<file path="config.mk">
export PLATFORM = sky130hd
export DESIGN_NAME = abs_cmd_ctrl
export DESIGN_NICKNAME = d
export VERILOG_FILES = /design/src/rtl/abs_cmd_ctrl.sv
export SDC_FILE = /design/constraint.sdc
export NUM_CORES = 1
export LEC_CHECK = 0
export CAP_MARGIN = 20
export CORE_MARGIN = 2
export CORE_UTILIZATION = 35
export DETAILED_ROUTE_END_ITERATION = 12
export PLACE_DENSITY = 0.76
export SETUP_SLACK_MARGIN = 0.05
export SLEW_MARGIN = 5
export SYNTH_ARGS = -nofsm -noshare
export SYNTH_HDL_FRONTEND = slang
export SYNTH_SLANG_ARGS = --single-unit
</file>
<file path="constraint.sdc">
create_clock -name sys_clk -period 1.8 [get_ports sys_clk]
set_clock_uncertainty 0.2 [all_clocks]
set_input_delay 0.18 -clock sys_clk [delete_from_list [all_inputs] [get_ports sys_clk]]
set_output_delay 0.18 -clock sys_clk [all_outputs]
set_load 0.1 [all_outputs]
</file>
<file path="src/rtl/abs_cmd_ctrl.sv">
// Abstract-command sequencer: owns command/data0 and abstractcs busy/cmderr,
// validates command writes, issues cmd_update and waits (with timeout) for completion.
module abs_cmd_ctrl #(
    parameter int unsigned DM_REG_WIDTH   = 32,
    parameter int unsigned TIMEOUT_CYCLES = 64
) (
    input  logic                    sys_clk,
    input  logic                    sys_rstn,
    input  logic                    cmd_wr,
    input  logic [DM_REG_WIDTH-1:0] cmd_wdata,
    input  logic                    data0_wr,
    input  logic [DM_REG_WIDTH-1:0] data0_wdata,
    input  logic                    abstractcs_wr,
    input  logic [DM_REG_WIDTH-1:0] abstractcs_wdata,
    input  logic                    halted,
    input  logic                    cmd_finished,
    input  logic [DM_REG_WIDTH-1:0] cmd_read_data,
    output logic [DM_REG_WIDTH-1:0] command,
    output logic [DM_REG_WIDTH-1:0] data0,
    output logic                    cmd_update,
    output logic                    busy,
    output logic [2:0]              cmderr
);

    localparam int unsigned CNT_W = (TIMEOUT_CYCLES > 1) ? $clog2(TIMEOUT_CYCLES) : 1;

    localparam logic [2:0] ERR_NONE    = 3'd0;
    localparam logic [2:0] ERR_BUSY    = 3'd1;
    localparam logic [2:0] ERR_NOTSUP  = 3'd2;
    localparam logic [2:0] ERR_EXCEPT  = 3'd3;
    localparam logic [2:0] ERR_HALTRES = 3'd4;

    typedef enum logic [1:0] {
        IDLE  = 2'd0,
        ISSUE = 2'd1,
        WAIT  = 2'd2
    } state_t;

    state_t           state;
    logic [CNT_W-1:0] cnt;

    // Decode of the incoming command word
    logic [7:0] cmdtype;
    logic [2:0] aarsize;
    logic       transfer;
    logic       any_wr;
    logic       cmd_unsupported;
    logic       unused_wdata;

    assign cmdtype         = cmd_wdata[31:24];
    assign aarsize         = cmd_wdata[22:20];
    assign transfer        = cmd_wdata[17];
    assign any_wr          = cmd_wr | data0_wr | abstractcs_wr;
    assign cmd_unsupported = (cmdtype != 8'd0) || (transfer && (aarsize != 3'd2));
    assign unused_wdata    = ^{abstractcs_wdata[DM_REG_WIDTH-1:11], abstractcs_wdata[7:0]};

    always_ff @(posedge sys_clk or negedge sys_rstn) begin
        if (!sys_rstn) begin
            state      <= IDLE;
            cnt        <= '0;
            command    <= '0;
            data0      <= '0;
            cmd_update <= 1'b0;
            busy       <= 1'b0;
            cmderr     <= ERR_NONE;
        end else begin
            cmd_update <= 1'b0;
            case (state)
                IDLE: begin
                    if (data0_wr) begin
                        data0 <= data0_wdata;
                    end
                    if (abstractcs_wr) begin
                        cmderr <= cmderr & ~abstractcs_wdata[10:8];
                    end
                    // A pending error blocks new commands until software clears it
                    if (cmd_wr && (cmderr == ERR_NONE)) begin
                        command <= cmd_wdata;
                        if (cmd_unsupported) begin
                            cmderr <= ERR_NOTSUP;
                        end else if (!halted) begin
                            cmderr <= ERR_HALTRES;
                        end else if (transfer) begin
                            state      <= ISSUE;
                            cmd_update <= 1'b1;
                            busy       <= 1'b1;
                        end
                    end
                end

                ISSUE: begin
                    if (any_wr && (cmderr == ERR_NONE)) begin
                        cmderr <= ERR_BUSY;
                    end
                    if (cmd_finished) begin
                        state <= IDLE;
                        busy  <= 1'b0;
                        if (!command[16]) begin
                            data0 <= cmd_read_data;
                        end
                    end else begin
                        state <= WAIT;
                        cnt   <= '0;
                    end
                end

                WAIT: begin
                    if (any_wr && (cmderr == ERR_NONE)) begin
                        cmderr <= ERR_BUSY;
                    end
                    // Completion takes priority over a coincident timeout
                    if (cmd_finished) begin
                        state <= IDLE;
                        busy  <= 1'b0;
                        if (!command[16]) begin
                            data0 <= cmd_read_data;
                        end
                    end else if (cnt == CNT_W'(TIMEOUT_CYCLES - 1)) begin
                        state  <= IDLE;
                        busy   <= 1'b0;
                        cmderr <= ERR_EXCEPT;
                    end else begin
                        cnt <= cnt + CNT_W'(1);
                    end
                end

                default: begin
                    state <= IDLE;
                    busy  <= 1'b0;
                end
            endcase
        end
    end

endmodule

</file>
==> flow_summary.ini, run 1 <==
[timing]
tns_ns = -4.69
fmax_mhz = 510
worst_pin_slew_ns = 0.474
fin_ws_ns = -0.159
grt_setup_unrepaired = true
period_needed_ns = 1.96
maxSlewViolCount = 0
hold_slack_ns = 0.0328
setup_viol = 69
max_slew_margin_pct = 68.4
finalHoldViolCount = 0
fin_crit_sh_pct = 109

[worst_setup_path]
start_kind = flip-flop
reg2reg_slack_ns = -0.16
setup.worst_path.end_class = flip-flop
critPathArrivalTime_ns = 2.01
cp_max_fo = 5
r2r_end = state[1]
rr_startpoint = cmderr[1]
crit_type = flip-flop to flip-flop
ff2ff_path_depth = 4
cp.required_ns = 1.85

[clock_network]
cts_tree = done
clockRootBuffer = clkbuf_8
h-tree-depth = 3
clk_latency_ns = 0.35
clock_path_buffers = 2
cts_buffers = 9
path_clk_slew_ns = 0.10
clock_sinks = 77

[power]
internal_power_w = 0.00553
power_w = 0.0110
p_seq_share_pct = 25.0
vdd.ir_drop.worst_v = 0.00151
p_per_area_nw_per_um2 = 1470
pwr-share-comb_pct = 62.4
power_frac_clock_pct = 12.6
swShare_pct = 49.6
switching_power_w = 0.00545
leakage_nw = 3.02

[yosys]
yosys-top-cells-area = dfrtp_1, mux2i_1, mux2_2
async_flop_share_pct = 100
ys_dominant_reg_cell = dfrtp_1
synth_edf_count = 0
syn-num-nets = 447
synth_most_common_cell = dfrtp_1
synth_area_um2 = 3560
yosys.area.top_type_share_pct = 54.1
synth_top_area_cell = dfrtp_1
yosys_warnings = 0
yosysSeqAreaShare_pct = 54.1
synth.distinct_cells = 47
yosys_register_bits = 77
syn_area_per_cell_um2 = 11.6
syn_inst = 307
netlist_top_cells_count = dfrtp_1, nor2_1, a21oi_1

[min_path]
min_to = command[29]
hold_class = input pin to flip-flop
hp-start = cmd_wdata[29]
hold_path_depth = 3

[detailed_routing]
first_pass_iters = 4
drc_errors = 0
ant_nets = 0
totalWireLength_mm = 13.0
drtIter0Drc = 154
drt-vias-per-instance = 5.09
wire_per_inst_um = 19.4
vias = 3433

[floorplanning]
row_count = 36
die_w_um = 105
dieHeight_um = 105
fp.coreArea_um2 = 9820
start_util_pct = 36.3
dieArea_um2 = 11000
io_pins = 204

[finish]
antenna_cells = 0
nets = 676
drive_gt1_share_pct = 44.7
final-seq-area_um2 = 1940
fillers = 630
syn_to_final_growth_pct = 110
multi_input_area_um2 = 1970
fin_cells = 674

[grt]
grt-ovfl-total = 0
grt_start_max_net_pins = 35
antenna_found_initial = 0
grtUsageTotal_pct = 22.8
grt_pass1_wl_mm = 19.8
grt_pass1_vias = 3839

[status]
violations = negative setup slack
status = finished with violations

[place]
routabilityCongestion = 0.849
hpwl_mm = 8.12
dp_worst_setup_slack_ns = -0.383
place_inst = 636
port_buffers = 174

[flow_run]
max_cap_violations = 0
## flip-flops by register name, indices dropped and copies added, names as in the netlist
register    flops
busy            1
cmd_update      1
cmderr          3
cnt             6
command        32
data0          32
state           2
## metrics by stage
step                utilization, %  area (um^2)
floorplan                        -         3650
global placement              66.3         6510
detailed placement            66.3         6510
CTS                           74.1         7280
global route                  76.3         7490
finish                        76.3         7490
## layout by cell type, fill, tap and decap left out, types with 2 or more instances in the layout
cell type	synthesis	routed
buf_6	0	6
mux2_2	17	17
o2bb2ai_1	2	2
a21oi_1	37	19
nand2b_1	3	2
nand3b_1	2	2
mux2i_4	0	3
nor3_2	0	4
nor2_2	0	9
clkbuf_8	0	10
inv_2	0	2
dfrtp_4	0	4
buf_16	0	6
clkdlybuf4s50_1	0	103
mux2_1	16	16
dfrtp_1	77	73
mux2i_2	0	2
a21oi_2	1	18
ha_2	0	2
nor2_4	0	11
a22o_1	3	3
inv_1	6	4
nor2b_4	0	2
a31oi_1	2	2
buf_4	0	34
o22ai_1	2	2
nand3_1	4	2
nor2_1	38	18
clkinvlp_4	0	2
ha_4	0	2
clkinv_4	0	2
mux2i_1	33	28
a211oi_1	2	2
buf_12	0	81
nand2_1	7	6
or4_4	1	2
## final cells by class
cell class,count,area share (%)
multi-input cells,209,26.2
flip-flops and latches,77,25.9
inverters,6,0.301
well taps,133,2.22
repair buffers,233,42.5
clock inverters,6,0.952
clock buffers,10,1.84
## power groups by stage
stage               logic, W  registers [W]  clock network [W]
detailed placement   0.00660        0.00275                  0
global placement     0.00655        0.00271                  0
finish               0.00685        0.00275            0.00139
floorplan           0.000690        0.00583                  0
global route         0.00700        0.00280            0.00148
CTS                  0.00680        0.00273            0.00140
## repair_timing
action	CTS	global route
pin swaps	10	8
buffers inserted	15	0
cloned	7	1
resized for setup	52	57
endpoints found under the hold margin	77	0
hold buffers	1	0
endpoints found under the setup margin	73	77
## per-layer routing
layer,global-route usage [%],vias to the layer above,part of all wire (%)
met5,0,-,0
met4,8.95,0,2.7
met3,5.49,31,5.6
met2,41.2,133,54
met1,25.7,1700,37
li1,-,1569,-
## logic make-up (layout without fill, tap and decap cells)
| group | count (synthesis) | after routing | synth area share (%) |
|---|---|---|---|
| flops | 77 | 77 | 54.1 |
| simple gates | 70 | 70 | 9.34 |
| mux | 67 | 67 | 20.1 |
| fa+ha+maj | 5 | 5 | 1.76 |
| compound gates | 66 | 66 | 12.1 |
| xor+xnor | 1 | 1 | 0.246 |
| buf+inv | 21 | 255 | 2.35 |
## critical path: stages (launching register included)
cell and delay (ns):
dfrtp_4 0.53, or4b_4 0.54, o21ai_4 0.17, o211ai_2 0.11
mux2_4 0.30
## how the worst max path moves through the flow
| stage | startpoint | to | slack [ns] | cells past startpoint |
|---|---|---|---|---|
| after floorplan | cmderr[0] | state[1] | -0.28 | 4 |
| after global placement | cmd_wdata[25] | state[1] | -0.34 | 5 |
| after detailed placement | cmd_wdata[25] | state[1] | -0.38 | 5 |
| after CTS | cmderr[0] | state[1] | -0.12 | 4 |
| after global routing | state[0] | data0[8] | -0.22 | 10 |
| final | cmderr[1] | state[1] | -0.16 | 4 |
No activity file was read; power rests on OpenSTA's default activity.
==> run 2: changes to the inputs <==
Settings changed: REMOVE_ABC_BUFFERS from default to 1.
==> run 2 against run 1 <==
  * The run still ends with negative setup slack left
  * Die area unchanged
  * Critical endpoint is now cmderr[1]
  * Largest cell class unchanged
  * Clock power down 14%
  * Total power up 0.45%
  * Global-route usage down 1.5 points
  * Largest power group unchanged
  * Worst setup slack better by 0.070 ns
  * Sequential cell count unchanged
  * Core utilization up 1.0 points
==> flow_summary.ini, run 2 (synthesis results as in run 1) <==
[power]
p_seq_share_pct = 24.5
pwr-share-comb_pct = 64.6
p_per_area_nw_per_um2 = 1450
switching_power_w = 0.00540
vdd.ir_drop.worst_v = 0.00156
leakage_nw = 3.21
power_frac_clock_pct = 10.9
internal_power_w = 0.00563
swShare_pct = 49.0

[timing]
fin_ws_ns = -0.0890
fin_crit_sh_pct = 105
maxSlewViolCount = 0
worst_pin_slew_ns = 0.366
fmax_mhz = 529
period_needed_ns = 1.89
setup_viol = 29
grt_setup_unrepaired = true
finalHoldViolCount = 0
max_slew_margin_pct = 75.2

[clock_network]
cts_tree = done
path_clk_slew_ns = 0.07
clock_path_buffers = 2
cts_buffers = 9
clock_sinks = 77
h-tree-depth = 3
clk_latency_ns = 0.35
clockRootBuffer = clkbuf_8

[worst_setup_path]
ff2ff_path_depth = 6
crit_type = flip-flop to flip-flop
critPathArrivalTime_ns = 1.97
cp.required_ns = 1.88
setup.worst_path.end_class = flip-flop
start_kind = flip-flop
reg2reg_slack_ns = -0.09
rr_startpoint = state[1]
cp_max_fo = 7
r2r_end = cmderr[1]

[status]
status = finished with violations
violations = negative setup slack

[finish]
fin_cells = 683
fillers = 618
largestRegisters = command (32), data0 (32), cnt (6)
syn_to_final_growth_pct = 113
antenna_cells = 0
nets = 685
final_cell_mix = clkdlybuf4s50_1, buf_12, dfrtp_1, buf_4, mux2i_1
final-seq-area_um2 = 1930
final_common_cell = clkdlybuf4s50_1
multi_input_area_um2 = 2010
drive_gt1_share_pct = 44.9

[flow_run]
max_cap_violations = 0

[grt]
grt_pass1_wl_mm = 18.4
grt_pass1_vias = 3635
grt-ovfl-total = 0
grtUsageTotal_pct = 21.3
grt_start_max_net_pins = 31
antenna_found_initial = 0

[floorplanning]
dieHeight_um = 105
start_util_pct = 36.3
row_count = 36
die_w_um = 105
dieArea_um2 = 11000
io_pins = 204
fp.coreArea_um2 = 9820

[min_path]
hold_path_depth = 2
hp-start = cmd_wdata[24]
min_to = command[24]
hold_class = input pin to flip-flop

[detailed_routing]
drt-vias-per-instance = 5.07
ant_nets = 0
drc_errors = 0
totalWireLength_mm = 12.4
first_pass_iters = 4
vias = 3460
wire_per_inst_um = 18.1
drtIter0Drc = 85

[place]
hpwl_mm = 8.03
routabilityCongestion = 0.834
place_inst = 633
port_buffers = 174
dp_worst_setup_slack_ns = -0.383
## run 2: worst max path at each step
| stage | start | end | cells after the start |
|---|---|---|---|
| 3_3_place_gp | cmd_wdata[24] | state[1] | 5 |
| 6_report | state[1] | cmderr[1] | 6 |
| 4_1_cts | cmderr[2] | state[1] | 4 |
| 2_1_floorplan | state[0] | data0[0] | 5 |
| 3_5_place_dp | cmd_wdata[24] | busy | 6 |
| 5_1_grt | state[1] | cnt[3] | 8 |
## run 2: layout make-up
type / instances / area share, %
clock inverters: 1 / 0.0659
well taps: 133 / 2.19
repair buffers: 242 / 43.4
flip-flops and latches: 77 / 25.4
inverters: 6 / 0.297
multi-input cells: 209 / 26.5
clock buffers: 15 / 2.19
## run 2: repair_timing
action / 4_1_cts / 5_1_grt
gates resized for setup: 54 / 85
pin swaps: 10 / 12
endpoints found under the hold margin: 77 / 6
endpoints found under the setup margin: 67 / 64
hold buffers: 1 / 6
buffers inserted: 16 / 5
gates cloned: 6 / 6
## run 2: metrics by stage
| stage | hold slack [ns] | instance area [um^2] | power [W] | util [%] | TNS [ns] |
|---|---|---|---|---|---|
| after floorplan | -0.316 | 3500 | 0.00646 | - | -101.64 |
| after global placement | -0.111 | 6430 | 0.00922 | 65.5 | -3.04 |
| after detailed placement | -0.106 | 6430 | 0.00931 | 65.5 | -4.29 |
| after CTS | 0.00635 | 7140 | 0.0107 | 72.7 | -0.278 |
| after global routing | 0.0374 | 7590 | 0.0114 | 77.3 | -4.14 |
| final | 0.0261 | 7590 | 0.0110 | 77.3 | -0.892 |
## run 2: worst max-delay path: stages, from the launching register on
cell	delay (ns)
dfrtp_1	0.42
inv_2	0.11
ha_4	0.23
buf_8	0.13
buf_12	0.13
or4_1	0.51
nand3_2	0.10
## run 2: power groups by stage
stage	registers (W)	clock network (W)	logic (W)
2_1_floorplan	0.00581	0	0.000651
3_3_place_gp	0.00268	0	0.00654
3_5_place_dp	0.00271	0	0.00660
4_1_cts	0.00269	0.00123	0.00674
5_1_grt	0.00275	0.00130	0.00731
6_report	0.00270	0.00120	0.00713
## run 2: metal layers
layer | vias up | GRT usage (%) | part of all wire (%)
li1 | 1586 | - | -
met5 | - | 0 | 0
met1 | 1693 | 23.7 | 37
met3 | 23 | 6.43 | 7.6
met4 | 0 | 8.95 | 2.3
met2 | 158 | 37.7 | 53
